===== src/rtl/program_sequencer.sv =====
// program_sequencer
//   Next-PC unit for the microprocessor core. Owns the PC, the previous PC and a
//   hardware return-address stack. Resolves the next PC from the decoded flow op
//   (jumps, conditional branches, call/return) and implements the blocking
//   switch-input wait (IN) and the delay wait (DELAY).
//
//   Optional feature macro: SEQ_STACK_GUARD_EN
//     defined   : CALL on a full stack or RET on an empty stack sets the sticky
//                 stack_err flag and halts the core (stall=1) until reset.
//     undefined : stack_err is tied 0; CALL on full overwrites the top entry,
//                 RET on empty jumps to address 0.
//
// Ports
//   clk         core clock, all logic on posedge
//   reset       synchronous, active-high
//   op          flow op: 0 NEXT,1 JMP_IMM,2 JMP_REG,3 BR_IMM,4 BR_REG,5 CALL,
//               6 RET,7 IN,8 DELAY; 9-15 behave as NEXT
//   cond        branch condition (compare flag), sampled with op
//   imm_target  absolute target from the instruction field
//   reg_target  target from the jump register
//   ent         asynchronous enter button, active-low
//   switch_in   switch bank
//   delay_busy  delay counter running
//   pc          current PC
//   last_pc     PC of the previously executed instruction
//   sw_data     switch value latched by IN
//   sw_valid    1-cycle pulse when sw_data updates
//   stall       1 while IN/DELAY hold the PC (and while halted on a stack fault)
//   sp          stack occupancy
//   stack_full  sp == STACK_DEPTH
//   stack_empty sp == 0
//   stack_err   sticky stack fault (0 when the guard is not built)

module program_sequencer #(
   parameter int unsigned PC_W        = 16,
   parameter int unsigned STACK_DEPTH = 8,
   parameter int unsigned SW_W        = 16,
   parameter int unsigned ENT_SYNC    = 2
) (
   input  logic                               clk,
   input  logic                               reset,
   input  logic [3:0]                         op,
   input  logic                               cond,
   input  logic [PC_W-1:0]                    imm_target,
   input  logic [PC_W-1:0]                    reg_target,
   input  logic                               ent,
   input  logic [SW_W-1:0]                    switch_in,
   input  logic                               delay_busy,
   output logic [PC_W-1:0]                    pc,
   output logic [PC_W-1:0]                    last_pc,
   output logic [SW_W-1:0]                    sw_data,
   output logic                               sw_valid,
   output logic                               stall,
   output logic [$clog2(STACK_DEPTH+1)-1:0]   sp,
   output logic                               stack_full,
   output logic                               stack_empty,
   output logic                               stack_err
);

   localparam int unsigned SP_W  = $clog2(STACK_DEPTH + 1);
   localparam int unsigned IDX_W = $clog2(STACK_DEPTH);

   typedef enum logic [2:0] {
      S_RUN,
      S_IN_PRESS,
      S_IN_REL,
      S_DLY_WAIT,
      S_HALT
   } state_t;

   typedef enum logic [3:0] {
      OP_NEXT    = 4'd0,
      OP_JMP_IMM = 4'd1,
      OP_JMP_REG = 4'd2,
      OP_BR_IMM  = 4'd3,
      OP_BR_REG  = 4'd4,
      OP_CALL    = 4'd5,
      OP_RET     = 4'd6,
      OP_IN      = 4'd7,
      OP_DELAY   = 4'd8
   } op_t;

   state_t              state, state_n;
   logic [PC_W-1:0]     pc_n, pc_inc;
   logic                pc_load;
   logic [SP_W-1:0]     sp_n;
   logic                push;
   logic                sw_latch;
   logic [IDX_W-1:0]    wr_idx, rd_idx;
   logic [ENT_SYNC-1:0] ent_sync;
   logic                ent_s;
   logic [PC_W-1:0]     stack [STACK_DEPTH];

`ifdef SEQ_STACK_GUARD_EN
   logic                err_set;
   logic                err_q;
`endif

   assign pc_inc      = pc + PC_W'(1);
   assign stack_full  = (sp == SP_W'(STACK_DEPTH));
   assign stack_empty = (sp == '0);
   // A CALL on a full stack reuses the top slot instead of indexing past it.
   assign wr_idx      = stack_full ? IDX_W'(STACK_DEPTH - 1) : IDX_W'(sp);
   assign rd_idx      = IDX_W'(sp - SP_W'(1));
   assign ent_s       = ent_sync[ENT_SYNC-1];

   always_comb begin
      state_n  = state;
      pc_n     = pc;
      pc_load  = 1'b0;
      sp_n     = sp;
      push     = 1'b0;
      sw_latch = 1'b0;
      stall    = (state != S_RUN);
`ifdef SEQ_STACK_GUARD_EN
      err_set  = 1'b0;
`endif
      case (state)
         S_RUN: begin
            case (op)
               OP_JMP_IMM: begin
                  pc_n    = imm_target;
                  pc_load = 1'b1;
               end
               OP_JMP_REG: begin
                  pc_n    = reg_target;
                  pc_load = 1'b1;
               end
               OP_BR_IMM: begin
                  pc_n    = cond ? imm_target : pc_inc;
                  pc_load = 1'b1;
               end
               OP_BR_REG: begin
                  pc_n    = cond ? reg_target : pc_inc;
                  pc_load = 1'b1;
               end
               OP_CALL: begin
`ifdef SEQ_STACK_GUARD_EN
                  if (stack_full) begin
                     err_set = 1'b1;
                     state_n = S_HALT;
                     stall   = 1'b1;
                  end else
`endif
                  begin
                     push    = 1'b1;
                     pc_n    = imm_target;
                     pc_load = 1'b1;
                     if (!stack_full) sp_n = sp + SP_W'(1);
                  end
               end
               OP_RET: begin
`ifdef SEQ_STACK_GUARD_EN
                  if (stack_empty) begin
                     err_set = 1'b1;
                     state_n = S_HALT;
                     stall   = 1'b1;
                  end else
`endif
                  begin
                     pc_load = 1'b1;
                     if (stack_empty) begin
                        pc_n = '0;
                     end else begin
                        pc_n = stack[rd_idx];
                        sp_n = sp - SP_W'(1);
                     end
                  end
               end
               OP_IN: begin
                  state_n = S_IN_PRESS;
                  stall   = 1'b1;
               end
               OP_DELAY: begin
                  state_n = S_DLY_WAIT;
                  stall   = 1'b1;
               end
               default: begin
                  pc_n    = pc_inc;
                  pc_load = 1'b1;
               end
            endcase
         end
         S_IN_PRESS: begin
            if (!ent_s) state_n = S_IN_REL;
         end
         S_IN_REL: begin
            if (ent_s) begin
               sw_latch = 1'b1;
               pc_n     = pc_inc;
               pc_load  = 1'b1;
               state_n  = S_RUN;
            end
         end
         S_DLY_WAIT: begin
            if (!delay_busy) begin
               pc_n    = pc_inc;
               pc_load = 1'b1;
               state_n = S_RUN;
            end
         end
         default: ;
      endcase
   end

   always_ff @(posedge clk) begin
      if (reset) begin
         state    <= S_RUN;
         pc       <= '0;
         last_pc  <= '0;
         sp       <= '0;
         sw_data  <= '0;
         sw_valid <= 1'b0;
         ent_sync <= '1;
      end else begin
         state    <= state_n;
         sp       <= sp_n;
         sw_valid <= sw_latch;
         ent_sync <= {ent_sync[ENT_SYNC-2:0], ent};
         if (pc_load) begin
            pc      <= pc_n;
            last_pc <= pc;
         end
         if (sw_latch) sw_data <= switch_in;
      end
   end

   always_ff @(posedge clk) begin
      if (push && !reset) stack[wr_idx] <= pc_inc;
   end

`ifdef SEQ_STACK_GUARD_EN
   always_ff @(posedge clk) begin
      if (reset)        err_q <= 1'b0;
      else if (err_set) err_q <= 1'b1;
   end
   assign stack_err = err_q;
`else
   assign stack_err = 1'b0;
`endif

endmodule


===== config.mk =====
export PLATFORM = sky130hd
export DESIGN_NAME = program_sequencer
export DESIGN_NICKNAME = d
export VERILOG_FILES = /design/src/rtl/program_sequencer.sv
export SDC_FILE = /design/constraint.sdc
export NUM_CORES = 1
export LEC_CHECK = 0
export CORE_ASPECT_RATIO = 1.5
export CORE_MARGIN = 5
export CORE_UTILIZATION = 50
export CTS_BUF_LIST = sky130_fd_sc_hd__clkbuf_8
export CTS_CLUSTER_SIZE = 28
export DETAILED_ROUTE_END_ITERATION = 8
export PLACE_DENSITY = 0.71
export SYNTH_ARGS = -nofsm -noshare
export SYNTH_HDL_FRONTEND = slang
export SYNTH_SLANG_ARGS = --single-unit

===== constraint.sdc =====
create_clock -name clk -period 3.2 [get_ports clk]
set_input_delay 0.64 -clock clk [delete_from_list [all_inputs] [get_ports clk]]
set_output_delay 0.64 -clock clk [all_outputs]
set_load 0.02 [all_outputs]

* After elaboration in Yosys (flattened, before gate mapping)
Memory sizes are Yosys's and may differ from the RTL's.
Index checks and enable logic that the tools add are counted.
** Word-level totals
- Register bits after elaboration :: 58
- RAM bits :: 128
- Logic and storage cells :: 70
- Memories kept :: 1
** Operators by class
- Add/sub/neg operators :: 3
- Equal/unequal tests :: 19
- Multiplexer cells :: 27
- Reductions and logical operators :: 13
** Memories
- stack :: depth 8, bits a word 16, rd ports 1, clocked after memory_dff 0, write ports 1, line 92 : logic [PC_W-1:0] stack [STACK_DEPTH];
** Operators by type and width (number)
- $pmux W16 S6 :: 1
- $mux W16 :: 5
- $pmux W16 S3 :: 1
- $add A16 B1 Y16 const B :: 1
- $eq A4 B3 Y1 const B :: 4
- $mux W3 :: 4
- $ne A2 B2 Y1 const B :: 6
- $pmux W3 S4 :: 1
- $mux W1 :: 10
- $reduce_and A5 Y1 :: 2
- $eq A4 B2 Y1 const B :: 2
- $eq A4 B4 Y1 const B :: 2
- $mux W4 :: 2
- $pmux W4 S2 :: 1
- $eq A3 B2 Y1 const B :: 2
- $pmux W3 S2 :: 1
- $reduce_bool A3 Y1 :: 2
- $add A4 B1 Y4 const B :: 1
- $eq A4 B1 Y1 const B :: 1
- $logic_not A4 Y1 :: 1
- $reduce_and A4 Y1 :: 1
- $reduce_bool A4 Y1 :: 1
- $reduce_or A2 Y1 :: 2
- $sub A4 B1 Y4 const B :: 1
- 7 further kinds :: 7

* Longest topological paths before layout
- Depth after elaboration :: 6
- Mapped depth :: 11

* Least setup slack after synthesis
Ideal clock, no wire load.
- Path kind :: register -> register
- Start :: register sp[0]
- End :: memory stack[7][0], enable pin
- Library setup time :: 0.394 ns
- Data arrival time :: 2.798 ns
- Required time :: 2.806 ns
- Slack :: 0.008 ns
- Cell stages (with the launch flop) :: 10
- Path buffers :: 2
- Period minus slack after synthesis :: 3.192 ns
- Path through :: dfxtp_1 > buf_2 > buf_2 > inv_1 > ha_1 > nand2_1 > or2_2 > inv_1 > o21ai_0 > a21oi_1
** On the way
- Cells in the longest elaborated chain, start to end :: 2
** Ends and longest elaborated chain
- from (decl) :: line 54 : output logic [$clog2(STACK_DEPTH+1)-1:0] sp,
- from (signal assigned) :: line 217 : sp <= sp_n;
- $eq A4 B4 Y1 :: line 100 : assign stack_full = (sp == SP_W'(STACK_DEPTH));
- via stack_full :: line 55 : output logic stack_full,
- $mux W3 :: line 103 : assign wr_idx = stack_full ? IDX_W'(STACK_DEPTH - 1) : IDX_W'(sp);
- to (decl) :: line 92
The timed path passes the listed nets, and every way through them passes these cells.

* Final worst setup path
- Start :: register sp[0]
- End :: output port stack_full
** On the way
- Cells in the longest elaborated chain, start to end :: 1
** Ends and longest elaborated chain (line)
- $eq A4 B4 Y1 :: 100
- to (decl) :: 55
Every way passes these cells.

==> run_results.csv <==
group,metric,value,unit
pwr,comb_power_share,37.1,%
floorplan,initial_utilization,50.9,%
place,dp_slack,4.61,ps
clock_network,cts_tree,"built",
routing,wl_met3,1830,um
floorplan,ios,114,
logic_synthesis,synthFlopType,"edfxtp_1",
place,io_buffers,112,
routing,wl_met1,7960,um
logic_synthesis,synthesis.area,8240,um^2
finish,syn2layout_area_growth,24.7,%
job,cap_violations,0,
timing,setup_violations,0,
timing,hold_violations,0,
timing,worstMarginPinSlew,1010,ps
worst_hold_path,hold_class,"reg2reg",
global_route,grt_max_degree,37,
timing,fmax,322,MHz
timing,slew_viol_final,0,
logic_synthesis,synth_edf_count,128,
global_route,grt_first_pass_wirelength,34600,um
clock_network,insertion_delay,460,ps
finish,diodes,0,
logic_synthesis,yosys.area.top_type,"edfxtp_1",
logic_synthesis,synth_top_area_share,46.6,%
finish,layout-drive-gt1-share,17.0,%
run_status,status,"finished, final reports clean",
finish,finalInstanceArea,10300,um^2
pwr,p_seq_share,41.6,%
timing,rsz0062_at_grt,"no",
clock_network,cts_setup_buffers,0,
routing,drc,0,
global_route,grt_use_total,23.8,%
setup_path,arrival,2470,ps
pwr,vdd_drop_max,586,uV
pwr,clockPowerShare,21.2,%
clock_network,htreeDepth,4,
routing,route.met2.wl,11900,um
pwr,p_sw_share,36.5,%
finish,fin_nets,821,
timing,clock_skew,21.6,ps
timing,finalSetupTns,0,ps
logic_synthesis,ys_ff_latch,185,
setup_path,cp_max_fo,6,
clock_network,clk_pin_slew,100,ps
pwr,power.switching,2720,uW
place,routabilityCongestion,1.04,
global_route,antenna_found_initial,0,
floorplan,die_h,167,um
logic_synthesis,synth_area_leaders,"edfxtp_1 47%, dfxtp_1 14%, mux4_2 7.9%",
routing,drtIter0Drc,517,
routing,dr.pass1.iters,5,
pwr,internal-power,4740,uW
global_route,overflow,0,
floorplan,die-area,19200,um^2
routing,vias,5777,
timing,finalCritPeriodShare,97.0,%
place,dpl_cell_area,9870,um^2
logic_synthesis,syn_nets,688,
timing,relSlewSlack,32.7,%
setup_path,required,2560,ps
clock_network,cts_made_buffers,17,
clock_network,cts_buffer_depth,2,
routing,top_layer,"met4",
floorplan,rows,57,
timing,worst_slack,94.9,ps
logic_synthesis,async_flop_share,0,%
setup_path,end_kind,"output port",
logic_synthesis,seq_area_frac_synth,60.5,%
setup_path,worstSetupPathType,"reg2out",
floorplan,die_w,115,um
timing,fin_crit,3110,ps
setup_path,critPathLaunchType,"flop",
logic_synthesis,synth_warnings,0,
pwr,powerDensity,727,nW/um^2
clock_network,cts_root_buf,"clkbuf_8",
place,hpwl,16000,um
pwr,p_leak,0.00357,uW
routing,wl_per_cell,22.7,um
floorplan,coreArea,16200,um^2
global_route,first_global_vias,5956,
routing,ant_nets,0,
logic_synthesis,synth_area_per_cell,13.2,um^2
routing,wl,22100,um
logic_synthesis,synth_cell_type_count,71,
clock_network,cts.sinks,185,
logic_synthesis,synth_cells,623,
routing,vias_per_cell,5.93,
[flip-flops by register name (all words and copies together) (netlist names)]
| name | count |
|---|---|
| sw_data | 16 |
| sp | 4 |
| sw_valid | 1 |
| ent_sync | 2 |
| stack | 128 |
| state | 2 |
| pc | 16 |
| last_pc | 16 |
[area by class of cell]
cell class	instances	area, um^2
clock buffer	17	234
clock inverter	15	171
fill	1201	5920
inverter	16	60.1
multi-input combinational	379	3000
sequential	185	4990
tap	206	258
timing repair buffer	157	1570
[through the flow]
| stage | hold slack, ps | utilization [%] | instances | power [uW] |
|---|---|---|---|---|
| 2_1_floorplan | 389 | - | 623 | 4810 |
| 3_3_place_gp | 394 | 60.9 | 943 | 5840 |
| 3_5_place_dp | 408 | 60.9 | 943 | 5910 |
| 4_1_cts | 427 | 63.4 | 975 | 7490 |
| 5_1_grt | 425 | 63.5 | 975 | 7850 |
| 6_report | 422 | 63.5 | 975 | 7470 |
[logic make-up after synthesis]
kind of cell	share of synthesized area, %
xor+xnor	2.03
flops	60.5
other cells	0.0455
compound gates	9.75
fa+ha+maj	1.21
buf+inv	3.16
mux	12.8
simple gates	10.6
[repair_timing]
item | in CTS | in global routing
pin swaps | 0 | 0
hold buffers | 0 | 0
hold endpoints to repair | 0 | 0
setup endpoints to repair | 1 | 1
resized for setup | 1 | 1
[power by group through the flow]
| stage | logic, uW | registers, uW | clock network [uW] |
|---|---|---|---|
| after floorplan | 1540 | 3270 | 0 |
| after global placement | 2690 | 3150 | 0 |
| after detailed placement | 2750 | 3160 | 0 |
| after CTS | 2770 | 3110 | 1610 |
| after global routing | 2980 | 3140 | 1730 |
| final | 2770 | 3110 | 1580 |
[worst max-delay path: stages, from the launching register on]
cell	delay, ps
dfxtp_2	330
inv_1	220
ha_2	350
nand2_1	70
or2_2	310
inv_1	130
clkdlybuf4s50_1	620
[placed cells by master (no fill, tap or decap), types with 4 or more instances in the layout]
cell type / synthesis / final
a32oi_1: 4 / 4
a211oi_1: 9 / 9
a21oi_1: 38 / 38
mux2_2: 5 / 5
nand2b_1: 5 / 5
nor2b_1: 4 / 4
o22ai_1: 4 / 4
xor2_1: 5 / 5
o21ai_1: 4 / 4
buf_12: 0 / 9
mux2i_1: 29 / 29
nand4_1: 4 / 4
nand3_1: 15 / 15
dfxtp_1: 57 / 56
nor2_1: 44 / 44
inv_8: 0 / 8
buf_4: 1 / 36
ha_1: 8 / 7
a221oi_1: 7 / 7
o211ai_1: 5 / 5
clkdlybuf4s50_1: 0 / 110
inv_1: 16 / 16
xnor2_1: 11 / 11
or2_2: 4 / 4
clkbuf_8: 0 / 17
or3_1: 4 / 4
nand2_1: 57 / 57
mux4_2: 29 / 29
nor3_1: 13 / 13
edfxtp_1: 128 / 128
and3_1: 4 / 4
o21ai_0: 11 / 11
[worst paths after layout]
path	start	endpoint	slack, ps	cells past startpoint
setup / recovery	sp[0]	stack_full	90	6
hold / removal	ent_sync[0]	ent_sync[1]	420	1
setup reg to reg	sp[1]	pc[3]	470	8
hold reg to reg	ent_sync[0]	ent_sync[1]	420	1
[cells in the mapped netlist, types with 13 or more instances]
library cell	n
edfxtp_1	128
dfxtp_1	57
nand2_1	57
nor2_1	44
a21oi_1	38
mux2i_1	29
mux4_2	29
clkbuf_1	23
buf_2	16
inv_1	16
nand3_1	15
nor3_1	13
[layer usage]
| metal | up-vias | GRT usage [%] |
|---|---|---|
| met5 | - | 0 |
| met4 | 0 | 6.08 |
| met3 | 36 | 5.52 |
| met2 | 296 | 41.8 |
| met1 | 2797 | 29.3 |
| li1 | 2648 | - |
Note: power is estimated with default switching activity, not from simulation.
